--- src/rtl/mmio_responder_if.sv ---
// Data-side MMIO bus and UART byte handshakes seen by mmio_responder.
// The slave modport is the responder. The master modport is the CPU/UART side that surrounds it.
interface mmio_responder_if;
  logic [31:0] addr;
  logic [31:0] wdata;
  logic [3:0]  wbe;
  logic        re;
  logic [31:0] rdata;

  logic [7:0]  rx_data;
  logic        rx_valid;
  logic        rx_ready;

  logic [7:0]  tx_data;
  logic        tx_valid;
  logic        tx_ready;

  modport master (
    output addr, wdata, wbe, re, rx_data, rx_valid, tx_ready,
    input  rdata, rx_ready, tx_data, tx_valid
  );

  modport slave (
    input  addr, wdata, wbe, re, rx_data, rx_valid, tx_ready,
    output rdata, rx_ready, tx_data, tx_valid
  );
endinterface

--- src/rtl/mmio_responder.sv ---
// MMIO responder: status, UART rx/tx byte buffers, and cycle/instret counters.
// Load data is registered and is valid one cycle after re.
module mmio_responder #(
  parameter logic [3:0] ADDR_HI = 4'h8
) (
  input  logic             clk,
  input  logic             rst,
  input  logic             inst_retired,
  mmio_responder_if.slave  bus
);

  localparam logic [7:0] REG_STATUS  = 8'h00;
  localparam logic [7:0] REG_RX_DATA = 8'h04;
  localparam logic [7:0] REG_TX_DATA = 8'h08;
  localparam logic [7:0] REG_CYCLE   = 8'h10;
  localparam logic [7:0] REG_INSTRET = 8'h14;
  localparam logic [7:0] REG_CNT_RST = 8'h18;

  logic        hit;
  logic [7:0]  sel;
  logic        store;
  logic        load;

  logic [7:0]  rx_buf;
  logic        rx_full;
  logic [7:0]  tx_buf;
  logic        tx_full;
  logic [31:0] cycle_cnt;
  logic [31:0] instret_cnt;
  logic [31:0] rdata_q;
  logic [31:0] rd_mux;

  logic        rx_take;
  logic        rx_rd_clear;
  logic        tx_hs;
  logic        tx_load;
  logic        cnt_clr;

  // Address bits above the register select and store-data bits above the byte lane are not decoded.
  logic        unused_bits;
  assign unused_bits = ^{bus.addr[27:8], bus.wdata[31:8]};

  assign hit   = (bus.addr[31:28] == ADDR_HI);
  assign sel   = bus.addr[7:0];
  assign store = |bus.wbe;
  // A simultaneous load and store is treated as a store only.
  assign load  = bus.re && !store;

  assign rx_take     = bus.rx_valid && !rx_full;
  assign rx_rd_clear = load && hit && (sel == REG_RX_DATA) && rx_full;

  assign tx_hs   = tx_full && bus.tx_ready;
  // A full buffer accepts a new byte only when the old byte leaves in the same cycle.
  assign tx_load = store && hit && (sel == REG_TX_DATA) && bus.wbe[0] && (!tx_full || tx_hs);

  assign cnt_clr = store && hit && (sel == REG_CNT_RST);

  // NOTE: every signal assigned in always_comb gets a default first, so no path infers a latch.
  always_comb begin
    rd_mux = '0;
    if (load && hit) begin
      case (sel)
        REG_STATUS:  rd_mux = {30'b0, rx_full, !tx_full};
        REG_RX_DATA: rd_mux = rx_full ? {24'b0, rx_buf} : '0;
        REG_CYCLE:   rd_mux = cycle_cnt;
        REG_INSTRET: rd_mux = instret_cnt;
        default:     rd_mux = '0;
      endcase
    end
  end

  // NOTE: state uses non-blocking assignments, so every register samples pre-edge values.
  always_ff @(posedge clk or negedge rst) begin
    if (!rst) begin
      rdata_q <= '0;
    end else if (bus.re) begin
      rdata_q <= rd_mux;
    end
  end

  // NOTE: the byte buffers are reset along with their flags, because tx_data is visible and must read 0 out of reset.
  always_ff @(posedge clk or negedge rst) begin
    if (!rst) begin
      rx_buf  <= '0;
      rx_full <= 1'b0;
    end else if (rx_take) begin
      rx_buf  <= bus.rx_data;
      rx_full <= 1'b1;
    end else if (rx_rd_clear) begin
      rx_full <= 1'b0;
    end
  end

  always_ff @(posedge clk or negedge rst) begin
    if (!rst) begin
      tx_buf  <= '0;
      tx_full <= 1'b0;
    end else if (tx_load) begin
      tx_buf  <= bus.wdata[7:0];
      tx_full <= 1'b1;
    end else if (tx_hs) begin
      tx_full <= 1'b0;
    end
  end

  // A counter-reset write takes priority over a same-cycle increment.
  always_ff @(posedge clk or negedge rst) begin
    if (!rst) begin
      cycle_cnt   <= '0;
      instret_cnt <= '0;
    end else if (cnt_clr) begin
      cycle_cnt   <= '0;
      instret_cnt <= '0;
    end else begin
      cycle_cnt   <= cycle_cnt + 32'd1;
      instret_cnt <= instret_cnt + {31'b0, inst_retired};
    end
  end

  assign bus.rdata    = rdata_q;
  assign bus.rx_ready = !rx_full;
  assign bus.tx_valid = tx_full;
  assign bus.tx_data  = tx_buf;

endmodule

--- src/flat_wrapper.sv ---
// flat-port wrapper written by rule: the top's interface ports become plain ports
module mmio_responder_flat 
#(
  parameter logic [3:0] ADDR_HI = 4'h8
)
  (clk, rst, inst_retired, bus_addr, bus_wdata, bus_wbe, bus_re, bus_rx_data, bus_rx_valid, bus_tx_ready, bus_rdata, bus_rx_ready, bus_tx_data, bus_tx_valid);
  mmio_responder_if bus_i ();
  input  logic clk;
  input  logic rst;
  input  logic inst_retired;
  input wire logic [$bits(bus_i.addr)-1:0] bus_addr;
  input wire logic [$bits(bus_i.wdata)-1:0] bus_wdata;
  input wire logic [$bits(bus_i.wbe)-1:0] bus_wbe;
  input wire logic [$bits(bus_i.re)-1:0] bus_re;
  input wire logic [$bits(bus_i.rx_data)-1:0] bus_rx_data;
  input wire logic [$bits(bus_i.rx_valid)-1:0] bus_rx_valid;
  input wire logic [$bits(bus_i.tx_ready)-1:0] bus_tx_ready;
  output wire logic [$bits(bus_i.rdata)-1:0] bus_rdata;
  output wire logic [$bits(bus_i.rx_ready)-1:0] bus_rx_ready;
  output wire logic [$bits(bus_i.tx_data)-1:0] bus_tx_data;
  output wire logic [$bits(bus_i.tx_valid)-1:0] bus_tx_valid;
  assign bus_i.addr = bus_addr;
  assign bus_i.wdata = bus_wdata;
  assign bus_i.wbe = bus_wbe;
  assign bus_i.re = bus_re;
  assign bus_i.rx_data = bus_rx_data;
  assign bus_i.rx_valid = bus_rx_valid;
  assign bus_i.tx_ready = bus_tx_ready;
  assign bus_rdata = bus_i.rdata;
  assign bus_rx_ready = bus_i.rx_ready;
  assign bus_tx_data = bus_i.tx_data;
  assign bus_tx_valid = bus_i.tx_valid;
  mmio_responder #(.ADDR_HI(ADDR_HI)) u_core (.clk(clk), .rst(rst), .inst_retired(inst_retired), .bus(bus_i));
endmodule
--- config.mk ---
export PLATFORM = sky130hd
export DESIGN_NAME = mmio_responder_flat
export DESIGN_NICKNAME = d
export VERILOG_FILES = /design/src/rtl/mmio_responder_if.sv /design/src/rtl/mmio_responder.sv /design/src/flat_wrapper.sv
export SDC_FILE = /design/constraint.sdc
export NUM_CORES = 1
export LEC_CHECK = 0
export CAP_MARGIN = 20
export CELL_PAD_IN_SITES_DETAIL_PLACEMENT = 0
export CELL_PAD_IN_SITES_GLOBAL_PLACEMENT = 1
export CORE_AREA = 4 4 144 146
export DETAILED_ROUTE_END_ITERATION = 16
export DIE_AREA = 0 0 148 150
export PLACE_DENSITY = 0.62
export SLEW_MARGIN = 20
export SYNTH_ARGS = -nofsm -noshare
export SYNTH_HDL_FRONTEND = slang
export SYNTH_SLANG_ARGS = --single-unit
--- constraint.sdc ---
create_clock -name clk -period 2.1 [get_ports clk]
set_input_delay 0.42 -clock clk [delete_from_list [all_inputs] [get_ports clk]]
set_output_delay 0.42 -clock clk [all_outputs]
set_load 0.01 [all_outputs]
==> results of run 1 <==
-- power by group through the flow --
stage,sequential [mW],clock [mW],combinational (mW)
after floorplan,2.57,0,0.443
after global placement,2.54,0,0.928
after detailed placement,2.55,0,0.951
after CTS,2.52,2.82,0.956
after global routing,2.54,2.93,1.05
final,2.51,2.76,0.940
-- how the worst max path moves through the flow --
stage,startpoint,endpoint,slack (ns)
2_1_floorplan,bus_addr[29],u_core.bus.tx_data[0],0.07
3_5_place_dp,inst_retired,u_core.instret_cnt[16],-0.35
4_1_cts,u_core.instret_cnt[11],u_core.instret_cnt[25],0.04
6_report,u_core.instret_cnt[11],u_core.instret_cnt[28],0.06
5_1_grt,u_core.instret_cnt[11],u_core.instret_cnt[28],-0.03
3_3_place_gp,inst_retired,u_core.instret_cnt[16],-0.35
-- registers in the layout (all words and copies together) (netlist names) --
signal	cells
u_core.bus.tx_valid	1
u_core.instret_cnt	32
u_core.rx_full	1
u_core.cycle_cnt	32
u_core.rx_buf	8
u_core.bus.rdata	32
u_core.bus.tx_data	8
-- critical path, delay by kind of cell (launching register included) --
kind / cells / cell delay [ns]
compound gates: 1 / 0.15
buf+inv: 1 / 0.18
simple gates: 3 / 1.22
flops: 1 / 0.38
-- cells in the final DEF (no fill, tap or decap), drive strengths merged, types with 3 or more instances in the layout --
master and n:
clkinv 4, ha 3, buf 79, nor3b 7
or4 22, mux2 22, xnor2 15, a21oi 40
and3 5, o21ai 20, o31ai 18, or3 16
clkdlybuf4s50 77, nor2b 5, o21bai 4, nand2 31
nand3 24, nand4b 3, nor4 10, nor3 9
inv 41, nand4 13, and4 7, xor2 7
o22ai 32, dfrtp 114, nor2 29, mux2i 28
clkbuf 25
-- final cells by class --
| cell class | instances | area [um2] |
|---|---|---|
| inverter | 41 | 154 |
| sequential | 114 | 2850 |
| timing repair buffer | 157 | 1490 |
| clock buffer | 25 | 475 |
| fill | 1887 | 11400 |
| clock inverter | 6 | 80.1 |
| multi-input combinational | 384 | 2630 |
| tap | 265 | 332 |
-- metrics by stage --
step,instances,TNS [ns]
6_report,992,0
5_1_grt,992,-0.0620
3_3_place_gp,957,-19.13
4_1_cts,989,0
3_5_place_dp,957,-20.19
2_1_floorplan,569,0
-- layer usage --
layer  global-route usage, %  part of all wire [%]  wire, um  vias to the layer above
li1                        -                     -         -                     2390
met1                    18.4                    45      7080                     2357
met2                    24.5                    48      7640                      123
met3                    4.03                   5.3       832                       16
met4                    5.03                   1.4       223                        0
met5                       0                     0         0                        -
-- logic make-up after synthesis --
group / after synthesis
simple gates: 188
compound gates: 121
flops: 114
buf+inv: 71
mux: 50
xor+xnor: 22
fa+ha+maj: 3
-- timing repair --
item                       4_1_cts  5_1_grt
resized for setup                0        9
setup buffers                    0        3
setup endpoints to repair        0       14
hold endpoints to repair        21        0
hold buffers                     1        0
==> flow_metrics.tcl, run 1 <==
set metrics [dict create \
    intPower_mw 4.67 \
    fin_ws_ns 0.0637 \
    viasPerCell 4.93 \
    pwr-share-comb_pct 15.1 \
    clk-insertion-delay-late_ns 0.41 \
    synth_xor_xnor_area_share_pct 3.37 \
    start_util_pct 29.5 \
    fmax_ghz 0.491 \
    synth_adder_area_share_pct 0.656 \
    pwr-share-seq_pct 40.5 \
    grtUsageTotal_pct 14.7 \
    root_buffer "clkbuf_16" \
    worstReg2RegEnd "u_core.instret_cnt[28]" \
    ys_top_cells_by_count "114 x dfrtp_1, 41 x inv_1, 40 x a21oi_1, 32 x o22ai_1, 31 x nand2_1" \
    first_pass_iters 4 \
    nets 800 \
    cts_buffer_depth 2 \
    n_antenna_cell 0 \
    cts_tree "done" \
    pin_count 124 \
    cts_sinks 114 \
    syn_nets 654 \
    area_delta_synth_final_pct 40.0 \
    hold_path_depth 1 \
    stdcell_area_um2 8010 \
    cp.required_ns 2.43 \
    grt_pass1_wl_mm 26.0 \
    max_stage_delay_ns 0.56 \
    cap_violations 0 \
    dieWidth_um 148 \
    synth.ff_latch_count 114 \
    hpwl_mm 11.6 \
    hold_path_end "u_core.rx_buf[3]" \
    yosys.cell_count.top_type "dfrtp_1" \
    synth_cell_type_count 48 \
    slew_viol_final 0 \
    core_region_area_um2 19400 \
    crit_chain "nand4_1 -> or4_4 -> buf_8 -> or4_1 -> a21oi_1" \
    cp-end-kind "flip-flop" \
    die-area_um2 22200 \
    peakVddDrop_v 0.000580 \
    antenna_found_initial 0 \
    status "complete, no violations" \
    avgSynthCellArea_um2 10.1 \
    finalPower_mw 6.21 \
    min_from "u_core.rx_buf[3]" \
    cp.arrival_ns 2.36 \
    drtAntennaViolNets 0 \
    path_class "reg2reg" \
    place.gp.congestion 0.758 \
    cts_max_level 4 \
    cts_buffers 17 \
    worst_slew_pin_slew_ns 0.581 \
    rr_worst_depth 5 \
    dpl_worst_slack_ns -0.348 \
    p_sw_share_pct 24.8 \
    gr-total-overflow 0 \
    drt_iter0_markers 214 \
    port-buffer-count 79 \
    synth_compound_area_share_pct 12.7 \
    synthSimpleGateAreaFrac_pct 19.3 \
    slowest_stage "or4_4" \
    fin_crit_sh_pct 97.0 \
    wl_per_cell_um 15.9 \
    via_count 4886 \
    fin_util_pct 41.3 \
    placed_area_um2 7390 \
    leakage_nw 3.25 \
    synth_edf_count 0 \
    hold_violations 0 \
    rsz0062_at_grt "yes" \
    yosys_warnings 0 \
    synth_top_family_by_area "simple AND/OR/NAND/NOR gates" \
    grt_pass1_vias 5127 \
    yosysTopAreaCellShare_pct 49.9 \
    synthCells 569 \
    r2r_slack_ns 0.06 \
    grt_max_degree 40 \
    fin_crit_ns 2.04 \
    critPathLaunchType "flip-flop" \
    power_density_nw_per_um2 775 \
    relSlewSlack_pct 60.9 \
    setup_viol 0 \
    r2r-start "u_core.instret_cnt[11]" \
    routed_wl_mm 15.8 \
    holdWs_ns 0.499 \
    synth_top_cells_by_area "dfrtp_1 50%, mux2i_1 4.9%, mux2_2 4.3%" \
    path_clk_slew_ns 0.05 \
    fin_worst_skew_ns 0.0103 \
    rows 51 \
    die_y_um 150 \
    postSynth.asyncResetShare_pct 100 \
    cp_max_fo 27 \
    ys_seq_area_share_pct 49.9 \
    switching_power_mw 1.54 \
    synth_area_um2 5720 \
    hold_class "reg2reg" \
    final_layout_size_suffix_gt1_share_pct 19.9 \
    synthMuxAreaShare_pct 9.23 \
    drc 0 \
    synth_top_area_cell "dfrtp_1" \
    p_clk_share_pct 44.4 \
    synthFlopType "dfrtp_1" \
]
No activity file was read; power rests on OpenSTA's default activity.
==> run 2: changes to the inputs <==
- PLACE_DENSITY: 0.62 -> 0.75
==> run 2 against run 1 <==
- the flow now finishes with violations (hold timing)
- clock power up 3%
- final cell count down 0.40%
- critical path depth unchanged
- worst setup slack gained 0.021 ns
- non-clock buffer count shrank 4
- sequential share of layout area about the same
- via count decreased by 0.27%
- fmax is 1.0% higher
- global-route usage shrank 0.56 points
- routed wire length shrank 4.5%
- largest cell class unchanged
- highest routed layer unchanged
==> flow_metrics.tcl, run 2 (synthesis gave the netlist of run 1 again) <==
set metrics [dict create \
    critPathLaunchType "flip-flop" \
    gr-total-overflow 0 \
    grt_max_degree 39 \
    slowest_stage "or4_4" \
    seq_area_um2 2850 \
    fin_crit_ns 2.02 \
    first_pass_iters 5 \
    final_layout_size_suffix_gt1_share_pct 19.4 \
    crit_buf_inv 1 \
    fmax_ghz 0.496 \
    start_util_pct 29.5 \
    slew_viol_final 0 \
    crit_family "simple AND/OR/NAND/NOR gates" \
    leakage_nw 3.26 \
    antenna_found_initial 0 \
    area_delta_synth_final_pct 40.1 \
    n_antenna_cell 0 \
    drtAntennaViolNets 0 \
    cap_violations 0 \
    viasPerCell 4.93 \
    place.gp.congestion 0.776 \
    wl_per_cell_um 15.2 \
    drc 0 \
    clk-insertion-delay-late_ns 0.42 \
    root_buffer "clkbuf_16" \
    hold_violations 15 \
    final_cell_mix "114 x dfrtp_1, 77 x clkdlybuf4s50_1, 63 x buf_4" \
    worst_slew_pin_slew_ns 0.543 \
    holdWs_ns -0.0154 \
    drt_iter0_markers 248 \
    port-buffer-count 79 \
    die-area_um2 22200 \
    hold_class "in2async" \
    path_class "reg2reg" \
    routed_wl_mm 15.1 \
    cts_tree "done" \
    fin_worst_skew_ns 0.00745 \
    grt_pass1_wl_mm 24.8 \
    multi_input_area_um2 2620 \
    failed_checks "hold timing" \
    max_stage_delay_ns 0.54 \
    nets 796 \
    status "finished, violations left" \
    postCtsHoldBufs 0 \
    cp.required_ns 2.44 \
    cp-end-kind "flip-flop" \
    crit_chain "nand4_1 -> or4_4 -> buf_8 -> or4_1 -> a21oi_1" \
    cp_max_fo 27 \
    cts_max_level 4 \
    core_region_area_um2 19400 \
    layout_commonest_cell "dfrtp_1" \
    rsz0062_at_grt "no" \
    power_density_nw_per_um2 782 \
    die_y_um 150 \
    via_count 4873 \
    grt_pass1_vias 4757 \
    setup_viol 0 \
    pin_count 124 \
    rows 51 \
    hpwl_mm 10.7 \
    cts_buffer_depth 2 \
    fin_crit_sh_pct 96.0 \
    relSlewSlack_pct 63.5 \
    cts_sinks 114 \
    fin_util_pct 41.3 \
    dieWidth_um 148 \
    fillCellCount 1908 \
    cp.arrival_ns 2.35 \
    fin_setup_tns_ns 0 \
    path_clk_slew_ns 0.05 \
    cts_buffers 17 \
    peakVddDrop_v 0.000573 \
    grtUsageTotal_pct 14.1 \
]
-- run 2: cell types whose count changed in the layout (fill, tap and decap cells not counted), moves of 2 or more --
cell      before  now
buf_4         68   63
buf_12         9   11
clkbuf_8       2    4
or4_1         18   20
or4_4          4    2
-- run 2: metrics by stage --
step           power (mW)  instances  hold slack, ns  area [um2]  setup WS, ns
6_report             6.26        988         -0.0154        8020        0.0848
5_1_grt              6.55        988          0.0111        8020       0.00431
4_1_cts              6.34        988         0.00253        7990        0.0666
3_5_place_dp         3.46        957           0.448        7420        -0.372
3_3_place_gp         3.44        957           0.448        7420        -0.361
2_1_floorplan        3.01        569           0.124        5720        0.0685
-- run 2: worst paths after layout --
path                                         from                     end  slack, ns  cells past startpoint
max in group asynchronous                     rst     u_core.bus.rdata[3]       1.46                      2
min reg2reg                 u_core.bus.tx_data[4]   u_core.bus.tx_data[4]       0.51                      1
min in group clk            u_core.bus.tx_data[4]   u_core.bus.tx_data[4]       0.51                      1
max reg2reg                u_core.instret_cnt[11]  u_core.instret_cnt[23]       0.08                      5
max                        u_core.instret_cnt[11]  u_core.instret_cnt[23]       0.08                      5
min                                           rst    u_core.bus.rdata[16]      -0.02                      1
-- run 2: metal layers --
metal / GRT usage, % / part of all wire (%) / up-vias
li1: - / - / 2378
met5: 0 / 0 / -
met4: 4.85 / 1.4 / 0
met2: 21.8 / 46 / 101
met1: 19.0 / 47 / 2376
met3: 4.06 / 4.7 / 18
-- run 2: layout make-up --
class / count / area share [%]
inverter: 41 / 1.92
sequential: 114 / 35.6
clock inverter: 5 / 0.937
clock buffer: 26 / 6.23
tap: 265 / 4.14
multi-input combinational: 384 / 32.7
timing repair buffer: 153 / 18.5
-- run 2: report_power, final --
part / leakage [nW] / switching, mW / total (mW) / internal (mW)
Sequential: 1.50 / 0.149 / 2.54 / 2.39
Clock: 0.284 / 0.981 / 2.84 / 1.86
Combinational: 1.47 / 0.415 / 0.890 / 0.475
Total: 3.26 / 1.54 / 6.26 / 4.72
-- run 2: repair_timing --
action,CTS,global route
setup endpoints to repair,0,7
buffers inserted,0,0
resized for setup,0,6
==> run 3: changes to the inputs <==
- PLACE_DENSITY: 0.75 -> default
- PLACE_DENSITY_LB_ADDON: default -> 0.08
==> run 3 against run 2 <==
- the run now ends clean
- highest routed layer unchanged
- routed wire length up 7.2%
- sequential share of layout area down 0.17 points
- critical endpoint is now u_core.instret_cnt[25]
- final area up 0.47%
- register-to-register slack better by 0.04 ns
- largest power group unchanged
==> flow_metrics.tcl, run 3 (synthesis gave the netlist of run 1 again) <==
set metrics [dict create \
    path_class "in2reg" \
    rows 51 \
    p_clk_share_pct 45.2 \
    drc 0 \
    slew_viol_final 0 \
    power_density_nw_per_um2 777 \
    path_clk_slew_ns 0.05 \
    final_layout_size_suffix_gt1_share_pct 20.3 \
    drt_iter0_markers 170 \
    fillCellCount 1915 \
    die-area_um2 22200 \
    grt_pass1_vias 4918 \
    setup_viol 0 \
    pin_count 124 \
    crit_chain "clkdlybuf4s50_1 -> ha_1 -> buf_4 -> nand2_1 -> or2_2 -> or4_1 -> a21oi_1" \
    place.gp.congestion 0.780 \
    first_pass_iters 4 \
    grt.busiest_layer "met2" \
    via_count 4820 \
    p_sw_share_pct 24.8 \
    layoutNonFillerInstCount 988 \
    cts_buffers 17 \
    cts_max_level 4 \
    intPower_mw 4.70 \
    dieWidth_um 148 \
    final_cell_mix "114 x dfrtp_1, 77 x clkdlybuf4s50_1, 63 x buf_4" \
    cp-end-kind "flip-flop" \
    wl_per_cell_um 16.3 \
    antenna_found_initial 0 \
    nets 798 \
    layout_commonest_cell "dfrtp_1" \
    cp.arrival_ns 2.36 \
    cts_setup_buffers 0 \
    fin_worst_skew_ns 0.00696 \
    slowest_stage "or4_1" \
    root_buffer "clkbuf_16" \
    peakVddDrop_v 0.000482 \
    gr-total-overflow 0 \
    cp.required_ns 2.43 \
    n_antenna_cell 0 \
    worst_slew_pin_slew_ns 0.607 \
    dpl_worst_slack_ns -0.382 \
    switching_power_mw 1.55 \
    grtUsageTotal_pct 15.2 \
    met3_usage_pct 3.76 \
    cts_tree "done" \
    pwr-share-comb_pct 14.1 \
    cp_max_fo 18 \
    met2_usage_pct 25.3 \
    hpwl_mm 11.7 \
    die_y_um 150 \
    rsz0062_at_grt "no" \
    port-buffer-count 79 \
    use_met1_pct 19.4 \
    cts_sinks 114 \
    cts_buffer_depth 2 \
    hold_class "reg2reg" \
    max_stage_delay_ns 0.51 \
    start_util_pct 29.5 \
    leakage_nw 3.27 \
    hold_violations 0 \
    seq_area_um2 2850 \
    fin_crit_ns 2.03 \
    fin_ws_ns 0.0708 \
    grt_pass1_wl_mm 26.4 \
    drtAntennaViolNets 0 \
    cap_violations 0 \
    status "complete, no violations" \
    fmax_ghz 0.493 \
    dp.cells 958 \
    core_region_area_um2 19400 \
    fin_crit_sh_pct 96.6 \
    viasPerCell 4.88 \
    critPathLaunchType "input port" \
    multi_input_area_um2 2640 \
    relSlewSlack_pct 59.2 \
    routed_wl_mm 16.2 \
    fin_util_pct 41.5 \
    grt_max_degree 48 \
    area_delta_synth_final_pct 40.7 \
    clk-insertion-delay-late_ns 0.40 \
    pwr-share-seq_pct 40.8 \
]
[run 3: per-layer routing]
| metal | vias to the layer above | wire, um |
|---|---|---|
| met5 | - | 0 |
| met4 | 0 | 167 |
| met3 | 12 | 602 |
| met2 | 74 | 7980 |
| met1 | 2361 | 7400 |
| li1 | 2373 | - |
[run 3: area by class of cell]
| type | instances | share of cell area (%) |
|---|---|---|
| clock buffer | 23 | 6.06 |
| clock inverter | 6 | 0.994 |
| inverter | 41 | 1.91 |
| multi-input combinational | 384 | 32.7 |
| sequential | 114 | 35.4 |
| tap | 265 | 4.12 |
| timing repair buffer | 155 | 18.8 |
[run 3: power groups by stage]
stage	combinational (mW)	sequential [mW]	clock, mW
2_1_floorplan	0.443	2.57	0
3_3_place_gp	0.871	2.58	0
3_5_place_dp	0.887	2.58	0
4_1_cts	0.894	2.55	2.90
5_1_grt	0.990	2.58	3.01
6_report	0.879	2.55	2.83
[run 3: final timing paths]
check / slack, ns / cells after the start / startpoint / end
worst min-delay path: 0.50 / 1 / u_core.rx_buf[5] / u_core.rx_buf[5]
max in group asynchronous: 0.96 / 3 / rst / u_core.bus.tx_data[0]
worst min register to register: 0.50 / 1 / u_core.rx_buf[5] / u_core.rx_buf[5]
min in group asynchronous: 0.52 / 2 / rst / u_core.bus.rdata[16]
worst max-delay path: 0.07 / 7 / inst_retired / u_core.instret_cnt[25]
worst max register to register: 0.12 / 5 / u_core.instret_cnt[8] / u_core.instret_cnt[21]
[run 3: repair_timing]
action / in CTS / in global routing
setup endpoints to repair: 3 / 22
hold endpoints to repair: 30 / 0
pin swaps: 1 / 2
gates resized for setup: 1 / 8
hold buffers: 1 / 0
[run 3: per-stage QoR]
stage          TNS (ns)  area (um2)  hold WS (ns)  power [mW]
5_1_grt               0        8050         0.522        6.58
2_1_floorplan         0        5720         0.124        3.01
6_report              0        8050         0.499        6.25
3_5_place_dp     -25.83        7440         0.417        3.47
4_1_cts               0        8020         0.502        6.34
3_3_place_gp     -24.60        7440         0.414        3.45
[run 3: critical path, delay by kind of cell]
kind / cells / cell delay, ns
buffers and inverters: 2 / 0.58
adder cells (fa/ha/maj): 1 / 0.17
AND/OR/NAND/NOR: 3 / 1.02
AO/OA/AOI/OAI: 1 / 0.15
